File: config.mk
export PLATFORM = sky130hd
export DESIGN_NAME = pc_stack_seq_flat
export DESIGN_NICKNAME = d
export VERILOG_FILES = /design/src/rtl/pc_stack_seq_if.sv /design/src/rtl/pc_stack_seq.sv /design/src/flat_wrapper.sv
export SDC_FILE = /design/constraint.sdc
export NUM_CORES = 1
export LEC_CHECK = 0
export CAP_MARGIN = 5
export CORE_MARGIN = 3
export CORE_UTILIZATION = 50
export CTS_BUF_LIST = sky130_fd_sc_hd__clkbuf_8 sky130_fd_sc_hd__clkbuf_16
export CTS_CLUSTER_DIAMETER = 120
export DETAILED_ROUTE_END_ITERATION = 8
export PLACE_DENSITY = 0.73
export REMOVE_ABC_BUFFERS = 1
export SLEW_MARGIN = 20
export SYNTH_ARGS = -nofsm -noshare
export SYNTH_HDL_FRONTEND = slang
export SYNTH_SLANG_ARGS = --single-unit
File: constraint.sdc
create_clock -name i_CLK -period 2.96 [get_ports i_CLK]
set_input_delay 0.74 -clock i_CLK [delete_from_list [all_inputs] [get_ports i_CLK]]
set_output_delay 0.74 -clock i_CLK [all_outputs]
set_load 0.02 [all_outputs]
File: src/rtl/pc_stack_seq_if.sv
// Fetch-control bundle between the front end and the PC sequencer.
// The sequencer takes the slave modport; whoever steers fetch takes master.
interface pc_stack_seq_if #(
  parameter int AW    = 8,
  parameter int DEPTH = 4,
  parameter int OW    = 4
) ();
  localparam int SPW = $clog2(DEPTH) + 1;

  logic           i_EN;
  logic           i_SEL_JMP;
  logic [AW-1:0]  i_JMP_ADDR;
  logic           i_SEL_BR;
  logic [OW-1:0]  i_BR_OFF;
  logic           i_CALL;
  logic           i_RET;
  logic [AW-1:0]  o_PC;
  logic [SPW-1:0] o_SP;
  logic           o_STK_EMPTY;
  logic           o_STK_FULL;
  logic           o_ERR;

  modport master (
    output i_EN, i_SEL_JMP, i_JMP_ADDR, i_SEL_BR, i_BR_OFF, i_CALL, i_RET,
    input  o_PC, o_SP, o_STK_EMPTY, o_STK_FULL, o_ERR
  );

  modport slave (
    input  i_EN, i_SEL_JMP, i_JMP_ADDR, i_SEL_BR, i_BR_OFF, i_CALL, i_RET,
    output o_PC, o_SP, o_STK_EMPTY, o_STK_FULL, o_ERR
  );
endinterface

File: src/rtl/pc_stack_seq.sv
// Program-counter sequencer with a hardware return-address stack.
// Priority when enabled: RET, CALL, absolute jump, relative branch, increment.
// Stack misuse (pop when empty, push when full) falls through to an
// increment and raises a sticky error instead of stalling the core.
module pc_stack_seq #(
  parameter int          AW       = 8,
  parameter int          DEPTH    = 4,
  parameter int          OW       = 4,
  parameter logic [AW-1:0] RESET_PC = {AW{1'b1}}
) (
  input logic         i_CLK,
  input logic         i_RST,
  pc_stack_seq_if.slave bus
);
  localparam int SPW = $clog2(DEPTH) + 1;
  localparam int IW  = $clog2(DEPTH);

  logic [AW-1:0]  pc_q, pc_d;
  logic [SPW-1:0] sp_q, sp_d;
  logic           err_q, err_d;
  logic [AW-1:0]  stack_q [DEPTH];

  logic           push_we;
  logic [AW-1:0]  pc_inc;
  logic [AW-1:0]  br_ext;
  logic [SPW-1:0] sp_top;
  logic           stk_empty;
  logic           stk_full;

  assign pc_inc    = pc_q + AW'(1);
  assign br_ext    = AW'($signed(bus.i_BR_OFF));
  assign sp_top    = sp_q - SPW'(1);
  assign stk_empty = (sp_q == '0);
  assign stk_full  = (sp_q == SPW'(DEPTH));

  // Next-state selection: hold everything on stall, otherwise apply the
  // highest-priority request.
  always_comb begin
    // NOTE: every variable gets a default first so no path leaves it
    // unassigned, which would infer a latch.
    pc_d    = pc_q;
    sp_d    = sp_q;
    err_d   = err_q;
    push_we = 1'b0;
    if (bus.i_EN) begin
      if (bus.i_RET) begin
        if (!stk_empty) begin
          pc_d = stack_q[sp_top[IW-1:0]];
          sp_d = sp_top;
        end else begin
          pc_d  = pc_inc;
          err_d = 1'b1;
        end
      end else if (bus.i_CALL) begin
        if (!stk_full) begin
          push_we = 1'b1;
          sp_d    = sp_q + SPW'(1);
          pc_d    = bus.i_JMP_ADDR;
        end else begin
          pc_d  = pc_inc;
          err_d = 1'b1;
        end
      end else if (bus.i_SEL_JMP) begin
        pc_d = bus.i_JMP_ADDR;
      end else if (bus.i_SEL_BR) begin
        pc_d = pc_q + br_ext;
      end else begin
        pc_d = pc_inc;
      end
    end
  end

  // Control state register with synchronous active-low reset.
  always_ff @(posedge i_CLK) begin
    // NOTE: sequential state uses non-blocking assignments so every flop
    // samples the pre-edge values regardless of statement order.
    if (!i_RST) begin
      pc_q  <= RESET_PC;
      sp_q  <= '0;
      err_q <= 1'b0;
    end else begin
      pc_q  <= pc_d;
      sp_q  <= sp_d;
      err_q <= err_d;
    end
  end

  // Return-address storage, written on push only.
  always_ff @(posedge i_CLK) begin
    // NOTE: the stack array is deliberately not reset; o_SP=0 makes stale
    // entries unreachable, and leaving it unreset lets it map to plain RAM.
    if (i_RST && push_we) begin
      stack_q[sp_q[IW-1:0]] <= pc_inc;
    end
  end

  assign bus.o_PC        = pc_q;
  assign bus.o_SP        = sp_q;
  assign bus.o_STK_EMPTY = stk_empty;
  assign bus.o_STK_FULL  = stk_full;
  assign bus.o_ERR       = err_q;
endmodule

File: src/flat_wrapper.sv
// flat-port wrapper written by rule: the top's interface ports become plain ports
module pc_stack_seq_flat 
#(
  parameter int          AW       = 8,
  parameter int          DEPTH    = 4,
  parameter int          OW       = 4,
  parameter logic [AW-1:0] RESET_PC = {AW{1'b1}}
)
  (i_CLK, i_RST, bus_i_EN, bus_i_SEL_JMP, bus_i_JMP_ADDR, bus_i_SEL_BR, bus_i_BR_OFF, bus_i_CALL, bus_i_RET, bus_o_PC, bus_o_SP, bus_o_STK_EMPTY, bus_o_STK_FULL, bus_o_ERR);
  pc_stack_seq_if #(.AW(AW), .DEPTH(DEPTH), .OW(OW)) bus_i ();
  input logic i_CLK;
  input logic i_RST;
  input wire logic [$bits(bus_i.i_EN)-1:0] bus_i_EN;
  input wire logic [$bits(bus_i.i_SEL_JMP)-1:0] bus_i_SEL_JMP;
  input wire logic [$bits(bus_i.i_JMP_ADDR)-1:0] bus_i_JMP_ADDR;
  input wire logic [$bits(bus_i.i_SEL_BR)-1:0] bus_i_SEL_BR;
  input wire logic [$bits(bus_i.i_BR_OFF)-1:0] bus_i_BR_OFF;
  input wire logic [$bits(bus_i.i_CALL)-1:0] bus_i_CALL;
  input wire logic [$bits(bus_i.i_RET)-1:0] bus_i_RET;
  output wire logic [$bits(bus_i.o_PC)-1:0] bus_o_PC;
  output wire logic [$bits(bus_i.o_SP)-1:0] bus_o_SP;
  output wire logic [$bits(bus_i.o_STK_EMPTY)-1:0] bus_o_STK_EMPTY;
  output wire logic [$bits(bus_i.o_STK_FULL)-1:0] bus_o_STK_FULL;
  output wire logic [$bits(bus_i.o_ERR)-1:0] bus_o_ERR;
  assign bus_i.i_EN = bus_i_EN;
  assign bus_i.i_SEL_JMP = bus_i_SEL_JMP;
  assign bus_i.i_JMP_ADDR = bus_i_JMP_ADDR;
  assign bus_i.i_SEL_BR = bus_i_SEL_BR;
  assign bus_i.i_BR_OFF = bus_i_BR_OFF;
  assign bus_i.i_CALL = bus_i_CALL;
  assign bus_i.i_RET = bus_i_RET;
  assign bus_o_PC = bus_i.o_PC;
  assign bus_o_SP = bus_i.o_SP;
  assign bus_o_STK_EMPTY = bus_i.o_STK_EMPTY;
  assign bus_o_STK_FULL = bus_i.o_STK_FULL;
  assign bus_o_ERR = bus_i.o_ERR;
  pc_stack_seq #(.AW(AW), .DEPTH(DEPTH), .OW(OW), .RESET_PC(RESET_PC)) u_core (.i_CLK(i_CLK), .i_RST(i_RST), .bus(bus_i));
endmodule
Yosys cells after proc, flatten, opt, wreduce, memory -nomap -nowiden. Memories as Yosys holds them, arrays and structs flattened. Cells that the tools add are included. Widths: inputs -> output; s select.

RAM bits: 32. Memories kept: 1. Bits of input ports: 19. Bits in registers: 12. Output and inout bits: 14. Logic and storage cells: 38.

Memories: u_core.stack_q (words 4, bits a word 8, rd ports 1, clocked after memory_dff 0, write ports 1, line pc_stack_seq.sv:21) `logic [AW-1:0] stack_q [DEPTH];`.

Mux-type cells: 20. Equality and inequality tests: 4. Reductions and logical operators: 6. Add/subtract/negate cells: 4.

Operator list (count): $mux 8 (6); $mux 3 (4); $mux 1 (10); $add 8x1->8 const B (1); $add 8x8->8 (1); $reduce_and 4->1 (2); $ne 2x2->1 const B (2); $reduce_bool 2->1 (2); $add 3x1->3 const B (1); $eq 3x3->1 const B (1); $logic_not 3->1 (1); $sub 3x1->3 const B (1); $ne 2x1->1 const B (1); $logic_and 1x1->1 (1).

Depth between registers and ports, before layout. Gate-level depths: netlist of run 1.

Word-level depth: 8. Mapped depth: 9. Gate-level depth less buffers: 8.

Worst setup path after synthesis of run 1. OpenSTA, ideal clock, no wires.

Path kind: in2reg. Start point: input port bus_i_BR_OFF[0]. End point: register u_core.pc_q[6], in the netlist u_core.bus.o_PC[6]. Data required time: 2.838 ns. Setup time: 0.122 ns. Setup slack: 0.759 ns. Path buffers: 0. Stages on the path: 8. Arrival: 2.079 ns. Cell sequence: ha_1 inv_1 fa_1 nor2b_1 o31a_1 o22ai_1 mux2i_1 o32a_1.

Cells in the longest elaborated chain, start to end: 5.

RTL lines: start: declaration (line flat_wrapper.sv:17) `input wire logic [$bits(bus_i.i_BR_OFF)-1:0] bus_i_BR_OFF;`; $add 8x8->8 (line pc_stack_seq.sv:66) `pc_d = pc_q + br_ext;`; $mux 8 (line pc_stack_seq.sv:65) `end else if (bus.i_SEL_BR) begin`; $mux 8 (line pc_stack_seq.sv:63) `end else if (bus.i_SEL_JMP) begin`; $mux 8 (line pc_stack_seq.sv:54) `end else if (bus.i_CALL) begin`; $mux 8 (line pc_stack_seq.sv:46) `if (bus.i_RET) begin`; end signal: assignment (line pc_stack_seq.sv:82) `pc_q <= pc_d;`; end: declaration (line pc_stack_seq.sv:18) `logic [AW-1:0] pc_q, pc_d;`.

Every way passes these cells. A chain may end at the register's enable or synchronous reset.

Worst setup path in the final report of run 1.
Start point: register u_core.sp_q[1], in the netlist u_core.bus.o_SP[1]. End point: output port bus_o_STK_FULL.

Cells in the longest elaborated chain, start to end: 1.

RTL lines: start: declaration (line pc_stack_seq.sv:19) `logic [SPW-1:0] sp_q, sp_d;`; start signal: assignment (line pc_stack_seq.sv:83) `sp_q <= sp_d;`; $eq 3x3->1 (line pc_stack_seq.sv:34) `assign stk_full = (sp_q == SPW'(DEPTH));`; end: declaration (line flat_wrapper.sv:23) `output wire logic [$bits(bus_i.o_STK_FULL)-1:0] bus_o_STK_FULL;`.

Every way passes these cells.

==> summary.txt, run 1 <==
Outcome
  • Status: complete, no violations

Route
  • DRT antenna net count: 0
  • DRC errors left: 0
  • Final Routed Wirelength: 5.955 mm
  • DR vias/cell: 5.903
  • Via Count: 2013
  • DRT Pass-1 Iters: 4
  • Wire per inst: 17.46 um
  • DRT iter0 DRCs: 121

Floorplanning
  • Core Area: 4911 um2
  • Top Ports: 33
  • Initial Util: 53.53%
  • Die ar.: 6164 um2
  • Rows: 25
  • Die Ht: 78.51 um
  • DIE WIDTH: 78.51 um

Final layout
  • Fillers: 422
  • Area of the multi-input gates: 1325 um2
  • Net count reported at finish: 306
  • Layout Utilization: 65.02%
  • Register area: 1201 um2
  • Antenna diodes: 0
  • Area grow syn2layout: 21.47%
  • Share of layout cells above drive strength 1: 11.68%
  • Final Cell Area: 3193 um2

Setup path
  • R2R cell count: 7
  • Reg2reg start: u_core.bus.o_SP[1]
  • Worst R2R Setup Slack: 690 ps
  • Top Family by Delay on Critical Path: buffers and inverters
  • Critical path launch point type: register
  • WS Path Type: reg2out
  • Critical Path Stages: 5
  • Max incr delay on CP: 640 ps
  • Crit. End Element: output pin
  • CP Cell Sequence: inv_1 -> ha_1 -> nand2_1 -> inv_1 -> clkdlybuf4s50_1
  • End of the critical path: bus_o_STK_FULL
  • CP arrival: 1970 ps
  • Reg2reg end: u_core.bus.o_PC[5]
  • Max FO, Critical Path: 5
  • CP max stage cell: clkdlybuf4s50_1
  • WP data required: 2220 ps
  • Worst path bufs/invs: 3
  • Most used cell, CP: inv_1
  • CP startpoint: u_core.bus.o_SP[1]

STA
  • Setup violators final: 0
  • Post-route setup TNS: 0 ps
  • Max frequency: 0.3691 GHz
  • RSZ-0062 raised after global routing: no
  • Min Tclk post-route: 2710 ps
  • Period utilization: 91.54%
  • Hold Fails Final Rpt: 0
  • Rel. slew slack: 56.34%
  • Worst slew pin tran: 638.5 ps
  • Max-slew violations: 0
  • Clk_skew: 6.753 ps

GRT
  • Number of global-route vias before repair: 1911
  • Wire length of the first global-routing pass: 9.901 mm
  • Initial antenna violation count: 0
  • Largest net degree at the start of global routing: 16
  • Total congestion overflow: 0
  • GRT Util Overall: 20.81%

Yosys
  • Mapped Area: 2629 um2
  • Post-synth EDFFs: 32
  • Top post-synthesis cells by area: edfxtp_1, dfxtp_1, ha_1, mux4_1, xor2_1
  • Post-synth top area share: 36.55%
  • Sequential share of the synthesized area: 45.69%
  • Syn_area_per_cell: 11.43 um2
  • Ys flop type: edfxtp_1
  • Biggest area consumer among synthesized cells: edfxtp_1
  • Gate Count Post-Synth: 230
  • Seq cells post-synth: 44
  • Fraction of registers with async set/reset: 0%
  • Top cells by count, synth: edfxtp_1, nor2_1, ha_1, inv_1, dfxtp_1
  • Yosys cell types: 55
  • Warnings, synthesis: 0
  • Top-count cell post-synth: edfxtp_1

Clock network
  • Total CTS buffers: 5
  • Clock root cell: clkbuf_8
  • Clk sinks: 44
  • Cts hold-fix bufs: 0
  • Number of H-tree levels: 2
  • Post-cts gate resize count: 0
  • Clock buffer depth: 2
  • Clock-pin slew of the registers on the worst-case setup and hold paths: 90 ps
  • Clk_lat worst skew: 300 ps
  • CTS tree: done
  • Setup Fix Bufs, Post-CTS: 0

Job
  • Max-capacitance violation count: 0

Placement
  • Post-DP Area: 3077 um2
  • DP Wirelength: 4.446 mm
  • Placer congestion estimate: 0.8633
  • Port-buffer cells: 32

Power and ir drop
  • Worst VDD drop: 0.4287 mV
  • PD cells: 563.0 nW/um2
  • P_leak: 1.187 nW

Worst hold path
  • Worst hold path type: reg2reg
## worst register-to-register path, stage by stage (launching register included)
cell	delay, ps
dfxtp_1	410
inv_1	110
ha_1	540
mux4_2	370
and3_1	190
a211oi_1	270
o211ai_1	150
o21a_1	130
## routing by layer
metal | global-route usage (%) | routed length (um) | vias up
li1 | - | - | 966
met1 | 30.48 | 2687 | 971
met2 | 32.09 | 2797 | 70
met3 | 4.014 | 419 | 6
met4 | 4.545 | 51 | 0
met5 | 0 | 0 | -
## final cells by class
class	instances	area share, %
sequential	44	37.62
clock buffer	5	2.155
multi-input combinational	164	41.50
inverter	13	1.528
clock inverter	3	1.489
timing repair buffer	45	13.09
tap	67	2.625
## where the power goes
group / switching (mW) / internal (mW) / leakage [nW]
Clock: 0.215 / 0.254 / 0.0583
Sequential: 0.0347 / 0.723 / 0.387
Combinational: 0.309 / 0.263 / 0.742
## sequential cells by signal (all words and copies together) (netlist names)
| signal | count |
|---|---|
| u_core.stack_q | 32 |
| u_core.bus.o_PC | 8 |
| u_core.bus.o_SP | 3 |
| u_core.bus.o_ERR | 1 |
## per-stage QoR
stage	power (mW)	hold slack, ps	cells	setup WS [ps]
after global routing	1.906	515.7	341	164.3
after CTS	1.807	483.7	341	235.0
after floorplan	1.128	570.1	221	571.4
after global placement	1.334	450.8	333	193.1
after detailed placement	1.343	459.6	333	125.9
final	1.798	480.5	341	250.4
## placed cells by master, fill, tap and decap left out, drive strengths merged, types with 4 or more instances in the layout
master / count
edfxtp: 32
nand3: 5
inv: 13
o211ai: 5
buf: 13
xnor2: 4
nor2: 15
nand2: 11
clkbuf: 5
xor2: 8
ha: 13
mux4: 8
a211oi: 7
nor2b: 6
clkdlybuf4s50: 32
nand2b: 7
dfxtp: 12
and2: 5
nor3: 8
a21oi: 5
o21ai: 11
mux2i: 5
## worst min-delay path by stage
| stage | from | end | slack (ps) | cells past startpoint |
|---|---|---|---|---|
| 6_report | u_core.bus.o_ERR | u_core.bus.o_ERR | 480 | 2 |
| 3_3_place_gp | u_core.bus.o_ERR | u_core.bus.o_ERR | 450 | 2 |
| 2_1_floorplan | u_core.bus.o_ERR | u_core.bus.o_ERR | 570 | 2 |
| 4_1_cts | u_core.bus.o_ERR | u_core.bus.o_ERR | 480 | 2 |
| 3_5_place_dp | u_core.bus.o_ERR | u_core.bus.o_ERR | 460 | 2 |
| 5_1_grt | u_core.bus.o_ERR | u_core.bus.o_ERR | 520 | 2 |
## cell families after synthesis
family	count (synthesis)	synth area share [%]
AND/OR/NAND/NOR	71	14.76
AO/OA/AOI/OAI	53	14.80
flip-flops	44	45.69
buffers and inverters	22	3.903
multiplexers	14	9.900
adder cells (fa/ha/maj)	14	6.949
XOR/XNOR	12	3.998
(Power assumes the default switching activity.)
==> run 2: changes to the inputs <==
CTS_BUF_LIST = sky130_fd_sc_hd__clkbuf_4 sky130_fd_sc_hd__clkbuf_8   (was sky130_fd_sc_hd__clkbuf_8 sky130_fd_sc_hd__clkbuf_16)
==> results of run 2 <==
Final layout, timing and power as in run 1 (identical DEF).
==> run 3: changes to the inputs <==
CORE_UTILIZATION = 55   (was 50)
GPL_TIMING_DRIVEN = 0   (was not set)
PLACE_DENSITY = 0.79   (was 0.73)
clock period = 3.4 ns   (was 2.96 ns; I/O delays follow)
==> summary.txt, run 3 (synthesis gave the netlist of run 1 again) <==
Clock network
  • CTS tree: done
  • Clk sinks: 44
  • Clock buffer depth: 2
  • Clk_lat worst skew: 310 ps
  • Total CTS buffers: 5
  • Cts hold-fix bufs: 0
  • Setup Fix Bufs, Post-CTS: 0
  • Clock root cell: clkbuf_8
  • Clock-pin slew of the registers on the worst-case setup and hold paths: 80 ps
  • Number of H-tree levels: 2

Setup path
  • CP arrival: 2230 ps
  • CP max stage cell: dfxtp_2
  • Most used cell, CP: inv_1
  • CP Cell Sequence: inv_1 -> ha_1 -> nand2b_1 -> inv_1 -> clkdlybuf4s50_1
  • WS Path Type: reg2out
  • Max FO, Critical Path: 13
  • Top Family by Delay on Critical Path: buffers and inverters
  • Critical path launch point type: register
  • Worst path bufs/invs: 3
  • Crit. End Element: output pin
  • Max incr delay on CP: 570 ps
  • WP data required: 2550 ps

Route
  • Met2 wire len: 2.677 mm
  • Wire per inst: 18.49 um
  • DRT iter0 DRCs: 154
  • DRT antenna net count: 0
  • DRT met1 WL: 2.628 mm
  • DRT Pass-1 Iters: 4
  • Final Routed Wirelength: 5.787 mm
  • Via Count: 1990
  • DR vias/cell: 6.358
  • Met3 routed WL: 402 um
  • Top Layer Used: met4
  • DRC errors left: 0

Placement
  • Placer congestion estimate: 0.9009
  • DP Wirelength: 4.150 mm
  • Placed Instances: 305
  • Port-buffer cells: 32

Floorplanning
  • Die ar.: 5645 um2
  • Die Ht: 75.14 um
  • Rows: 24
  • DIE WIDTH: 75.14 um
  • Core Area: 4474 um2
  • Initial Util: 58.75%
  • Top Ports: 33

GRT
  • Number of global-route vias before repair: 1851
  • Initial antenna violation count: 0
  • Total congestion overflow: 0
  • Wire length of the first global-routing pass: 9.266 mm
  • GRT Util Overall: 22.42%
  • Largest net degree at the start of global routing: 24

Outcome
  • Status: complete, no violations

Final layout
  • Most frequent cells in the layout: clkdlybuf4s50_1, edfxtp_1, nor2_1
  • Net count reported at finish: 293
  • Post-Layout Cell Count: 313
  • Fillers: 349
  • Antenna diodes: 0
  • Layout Utilization: 68.76%
  • Area of the multi-input gates: 1325 um2
  • Max reg flops: 32
  • Share of layout cells above drive strength 1: 7.663%
  • Area grow syn2layout: 17.04%
  • Register area: 1202 um2

STA
  • Period utilization: 90.46%
  • Min Tclk post-route: 3076 ps
  • Max frequency: 0.3251 GHz
  • RSZ-0062 raised after global routing: no
  • Hold Fails Final Rpt: 0
  • Hold slack: 507.9 ps
  • Clk_skew: 3.334 ps
  • Post-route setup TNS: 0 ps
  • Rel. slew slack: 40.97%
  • Max-slew violations: 0
  • Worst slew pin tran: 882.7 ps
  • Setup violators final: 0

Power and ir drop
  • P_leak: 1.121 nW
  • Worst VDD drop: 0.3628 mV
  • PD cells: 503.5 nW/um2

Worst hold path
  • Worst hold path type: reg2reg

Job
  • Max-capacitance violation count: 0
[run 3: stage by stage]
stage          worst slack, ps  area, um2  total power, mW
2_1_floorplan            975.8       2575           0.9821
3_3_place_gp             284.7       2960            1.137
3_5_place_dp             212.7       2960            1.147
4_1_cts                  18.72       3075            1.556
5_1_grt                  122.8       3077            1.628
6_report                 324.4       3077            1.549
[run 3: path summary, 6_finish.rpt]
kind	startpoint	to	slack (ps)	depth (start not counted)
worst max-delay path	u_core.bus.o_SP[0]	bus_o_STK_EMPTY	320	5
worst min-delay path	u_core.bus.o_ERR	u_core.bus.o_ERR	510	2
worst max register to register	u_core.bus.o_SP[0]	u_core.bus.o_PC[5]	950	7
worst min register to register	u_core.bus.o_ERR	u_core.bus.o_ERR	510	2
[run 3: layout make-up]
class / count / share of cell area (%)
flip-flops and latches: 44 / 39.08
clock inverters: 3 / 1.505
multi-input cells: 164 / 43.07
inverters: 13 / 1.586
repair buffers: 32 / 10.41
well taps: 52 / 2.115
clock buffers: 5 / 2.237
[run 3: per-layer routing]
| metal | GRT usage (%) | vias to the layer above |
|---|---|---|
| li1 | - | 941 |
| met1 | 32.09 | 966 |
| met2 | 34.53 | 75 |
| met3 | 4.272 | 8 |
| met4 | 7.573 | 0 |
| met5 | 0 | - |
[run 3: repair_timing]
action                     in CTS  in global routing
resized for setup               0                  1
hold endpoints to repair        0                  0
setup endpoints to repair       0                  2
[run 3: worst register-to-register path, stage by stage (launching register included)]
cell and delay [ps]:
dfxtp_2 570, inv_1 150, ha_1 570, mux4_2 360, and3_1 210, a211oi_1 250
o211ai_1 140, o21a_1 120
[run 3: power by group]
part	leakage (nW)	internal, mW	switching [mW]
Combinational	0.678	0.212	0.253
Clock	0.0548	0.221	0.189
Sequential	0.388	0.630	0.0446
Total	1.12	1.06	0.486
==> RTL change 1, RTL diff (settings of run 2) <==
`AW` is set to 8 in 3 places; all go to 10.
--- a/src/rtl/pc_stack_seq_if.sv
+++ b/src/rtl/pc_stack_seq_if.sv
@@ -3,3 +3,3 @@
 interface pc_stack_seq_if #(
-  parameter int AW    = 8,
+  parameter int AW    = 10,
   parameter int DEPTH = 4,
--- a/src/rtl/pc_stack_seq.sv
+++ b/src/rtl/pc_stack_seq.sv
@@ -5,3 +5,3 @@
 module pc_stack_seq #(
-  parameter int          AW       = 8,
+  parameter int          AW       = 10,
   parameter int          DEPTH    = 4,
--- a/src/flat_wrapper.sv
+++ b/src/flat_wrapper.sv
@@ -3,3 +3,3 @@
 #(
-  parameter int          AW       = 8,
+  parameter int          AW       = 10,
   parameter int          DEPTH    = 4,
Interface: changed (resized bus_i_JMP_ADDR and bus_o_PC); port bits go from 33 to 37. No check against the original RTL was run, so the function may have changed too.
==> RTL change 1 against run 2 <==
Combinational power rose by 23%; total power is 20% higher; final area is 24% higher; via count is 32% higher; critical path depth is 3 higher; sequential cell count rose by 10; wire length is 39% higher; synthesized area increased by 26%; first-iteration DRC count is 120% higher; clock skew shrank 0.0010 ns; cell count is 26% higher; setup slack improved by 0.11 ns; critical path type is now input port to flop; largest cell class unchanged.
==> RTL change 1: results (changes against run 2) <==
status: "finished, final reports clean"
met3_usage_pct: 4.45  # +0.43 points
drive_gt1_share_pct: 13.5  # +1.8 points
ir_drop_v: 0.000316  # -26%
grt_max_degree: 19  # +3
synth-edff-count: 40  # +25%
p_leak_nw: 1.44  # +21%
cpPeakStageDelay_ns: 0.53  # -0.11 ns
wl_um: 8270  # +39%
use_met1_pct: 31.3  # +0.79 points
dr.pass1.iters: 5  # +1
grt_pass1_vias: 2552  # +34%
use_met2_pct: 36.9  # +4.8 points
finalClockSkew_ns: 0.00571  # -0.00104 ns
largest_register_ffs: 40  # +25%
synth_commonest_cells: "edfxtp_1, nand2_1, nor2_1, o21ai_0, a21oi_1"
regToRegStartpoint: "u_core.bus.o_SP[1]"
vias: 2655  # +32%
crit_path_start: "bus_i_BR_OFF[1]"
drtIter0Drc: 271  # +120%
grt_pass1_wl_um: 13300  # +35%
io_buffers: 36  # +13%
dp.final_hpwl_um: 6080  # +37%
critPathMaxFanout: 2  # -3
slew-limit-headroom_pct: 56.5  # +0.19 points
reg2reg_depth: 8  # +1
-- RTL change 1: critical path: cells and delay by family --
kind	cells	cell delay [ns]
muxes	1	0.25
buffers and inverters	1	0.53
AOI/OAI and AO/OA	5	1.06
adders and majority gates	1	0.27
-- RTL change 1: stage by stage --
stage          cells  cell area (um2)  hold WS, ns  total power, mW  setup WS [ns]
2_1_floorplan    292             3200        0.577             1.38          0.139
3_3_place_gp     422             3830        0.476             1.63         0.0662
3_5_place_dp     422             3830        0.497             1.64         0.0476
4_1_cts          430             3950        0.528             2.16          0.335
5_1_grt          430             3950        0.553             2.25          0.148
6_report         430             3950        0.513             2.15          0.357
-- RTL change 1: kinds of logic after synthesis --
| family | Yosys count | share of synthesized area, % |
|---|---|---|
| AND/OR/NAND/NOR | 104 | 16.7 |
| AO/OA/AOI/OAI | 74 | 14.6 |
| flip-flops | 54 | 44.8 |
| buffers and inverters | 22 | 4.24 |
| multiplexers | 21 | 9.24 |
| adder cells (fa/ha/maj) | 17 | 6.66 |
| XOR/XNOR | 14 | 3.71 |
-- RTL change 1: final timing paths --
| kind | end | slack [ns] |
|---|---|---|
| setup reg to reg | u_core.stack_q[2][5] | 0.53 |
| hold reg to reg | u_core.bus.o_ERR | 0.51 |
| hold / removal | u_core.bus.o_ERR | 0.51 |
| setup / recovery | u_core.bus.o_PC[7] | 0.36 |
-- RTL change 1: where the power goes --
part           total, mW  leakage, nW  internal [mW]  switching [mW]
Sequential         0.932        0.475          0.883          0.0494
Combinational      0.701        0.907          0.309           0.392
Clock              0.516       0.0587          0.257           0.259
-- RTL change 1: per-layer routing --
| metal | routed length [um] | part of all wire [%] | vias to the layer above |
|---|---|---|---|
| met5 | 0 | 0 | - |
| met4 | 174 | 2.1 | 0 |
| met3 | 668 | 8.1 | 16 |
| met2 | 3910 | 47 | 129 |
| met1 | 3510 | 42 | 1264 |
| li1 | - | - | 1246 |
-- RTL change 1: layout make-up --
| type | instances | area [um2] |
|---|---|---|
| multi-input cells | 230 | 1680 |
| inverters | 8 | 30.0 |
| repair buffers | 55 | 541 |
| clock inverters | 3 | 47.5 |
| clock buffers | 5 | 68.8 |
| flip-flops and latches | 54 | 1480 |
| well taps | 75 | 93.8 |
| fillers | 498 | 2220 |
==> RTL change 2, RTL diff (settings of run 2) <==
Without the edit above. Make the reset (`i_RST`) asynchronous in one clocked block. Comments in the files are not updated.
--- a/src/rtl/pc_stack_seq.sv
+++ b/src/rtl/pc_stack_seq.sv
@@ -73,3 +73,3 @@
   // Control state register with synchronous active-low reset.
-  always_ff @(posedge i_CLK) begin
+  always_ff @(posedge i_CLK or negedge i_RST) begin
     // NOTE: sequential state uses non-blocking assignments so every flop
Function: differs if i_RST is asserted again (counterexample within 4 cycles, from zero or initial values and one cycle with i_RST low); with i_RST held inactive, the same outputs for 10 cycles.
==> RTL change 2 against run 2 <==
Final area rose by 3.1%; sequential cell count stayed put; wire length up 4.6%; highest routed layer unchanged; synthesized area is 2.0% higher; setup slack got worse by 0.047 ns; sequential share of layout area rose by 1.0 points.
Power is not compared: it rests on default switching activity, and its combinational part moved more than twofold at a synthesized area within 25%.
==> RTL change 2: results (changes against run 2) <==
met3_usage_pct: 4.42  # +0.41 points
synth_xor_area_share_pct: 3.27  # -0.73 points
synthAdderAreaFrac_pct: 6.81  # -0.14 points
grt_pass1_wl_um: 10100  # +1.5%
grt_usage_pct: 21.3  # +0.46 points
wl_met3_um: 265  # -37%
drive_gt1_share_pct: 14.9  # +3.2 points
use_met1_pct: 26.4  # -4.0 points
seq_share_pct: 38.6  # +1.0 points
grt_max_degree: 21  # +5
regToRegStartpoint: "u_core.bus.o_PC[0]"
clk_share_pct: 4.14  # +0.50 points
multi_input_area_share_pct: 39.5  # -2.0 points
num-multi-input-gates: 174  # +6.1%
synth_commonest_cells: "edfxtp_1, nor2_1, inv_1, ha_1, nand2_1"
min_period_over_period_pct: 93.1  # +1.6 points
avgSynthCellArea_um2: 10.9  # -4.2%
crit_path_start: "u_core.bus.o_SP[1]"
async_flop_share_pct: 27.3  # +27 points
vias: 2062  # +2.4%
avgViaCountPerCell: 5.74  # -2.7%
routedWlPerCell_um: 17.3  # -0.68%
nFillCells: 448  # +6.2%
finalClockSkew_ns: 0.00572  # -0.00103 ns
grt_pass1_vias: 2049  # +7.2%
synth.area.mux_share_pct: 9.38  # -0.52 points
placedCellCount: 351  # +5.4%
place_area_um2: 3150  # +2.4%
nNonClkBuffers: 47  # +4.4%
gp_congestion: 0.852  # -1.3%
synthTopCellsByArea: "edfxtp_1, dfstp_2, mux4_2, ha_1, dfrtp_1"
crit_arrival_ns: 2.02  # +0.05 ns
r2r-end: "u_core.bus.o_PC[6]"
synth_compound_area_share_pct: 14.3  # -0.48 points
r2r_setup_slack_ns: 0.66  # -0.03 ns
fin_hold_ws_ns: 0.512  # +0.0316 ns
nets: 321  # +4.9%
status: "finished, final reports clean"
buf_share_pct: 13.2  # +0.14 points
dp.final_hpwl_um: 4730  # +6.3%
postLayoutCoreUtil_pct: 64.0  # -1.0 points
wirelength_met1_um: 2660  # -1.2%
drtIter0Drc: 174  # +44%
inverters: 16  # +3
row_count: 26  # +4.0%
reg2reg_depth: 8  # +1
ys_seq_area_share_pct: 47.4  # +1.7 points
synthDistinctLibCells: 51  # -7.3%
RTL change 2: changes by cell type in the layout (fill, tap and decap cells not counted), moves of 3 or more:
cell | before | now
nand3_1 | 5 | 9
nor2_1 | 15 | 24
dfrtp_1 | 0 | 4
mux4_1 | 5 | 0
mux4_2 | 3 | 8
nor3_1 | 8 | 4
a31oi_1 | 3 | 6
or2_2 | 3 | 0
dfstp_2 | 0 | 8
a21oi_1 | 5 | 10
o21ai_1 | 3 | 0
o211ai_1 | 5 | 2
dfxtp_1 | 12 | 0
RTL change 2: worst min path at each step:
stage	from	end	cells past startpoint
6_report	u_core.bus.o_ERR	u_core.bus.o_ERR	1
5_1_grt	u_core.bus.o_ERR	u_core.bus.o_ERR	1
4_1_cts	u_core.bus.o_ERR	u_core.bus.o_ERR	1
3_5_place_dp	u_core.bus.o_ERR	u_core.bus.o_ERR	1
3_3_place_gp	u_core.bus.o_ERR	u_core.bus.o_ERR	1
2_1_floorplan	i_RST	u_core.bus.o_ERR	0
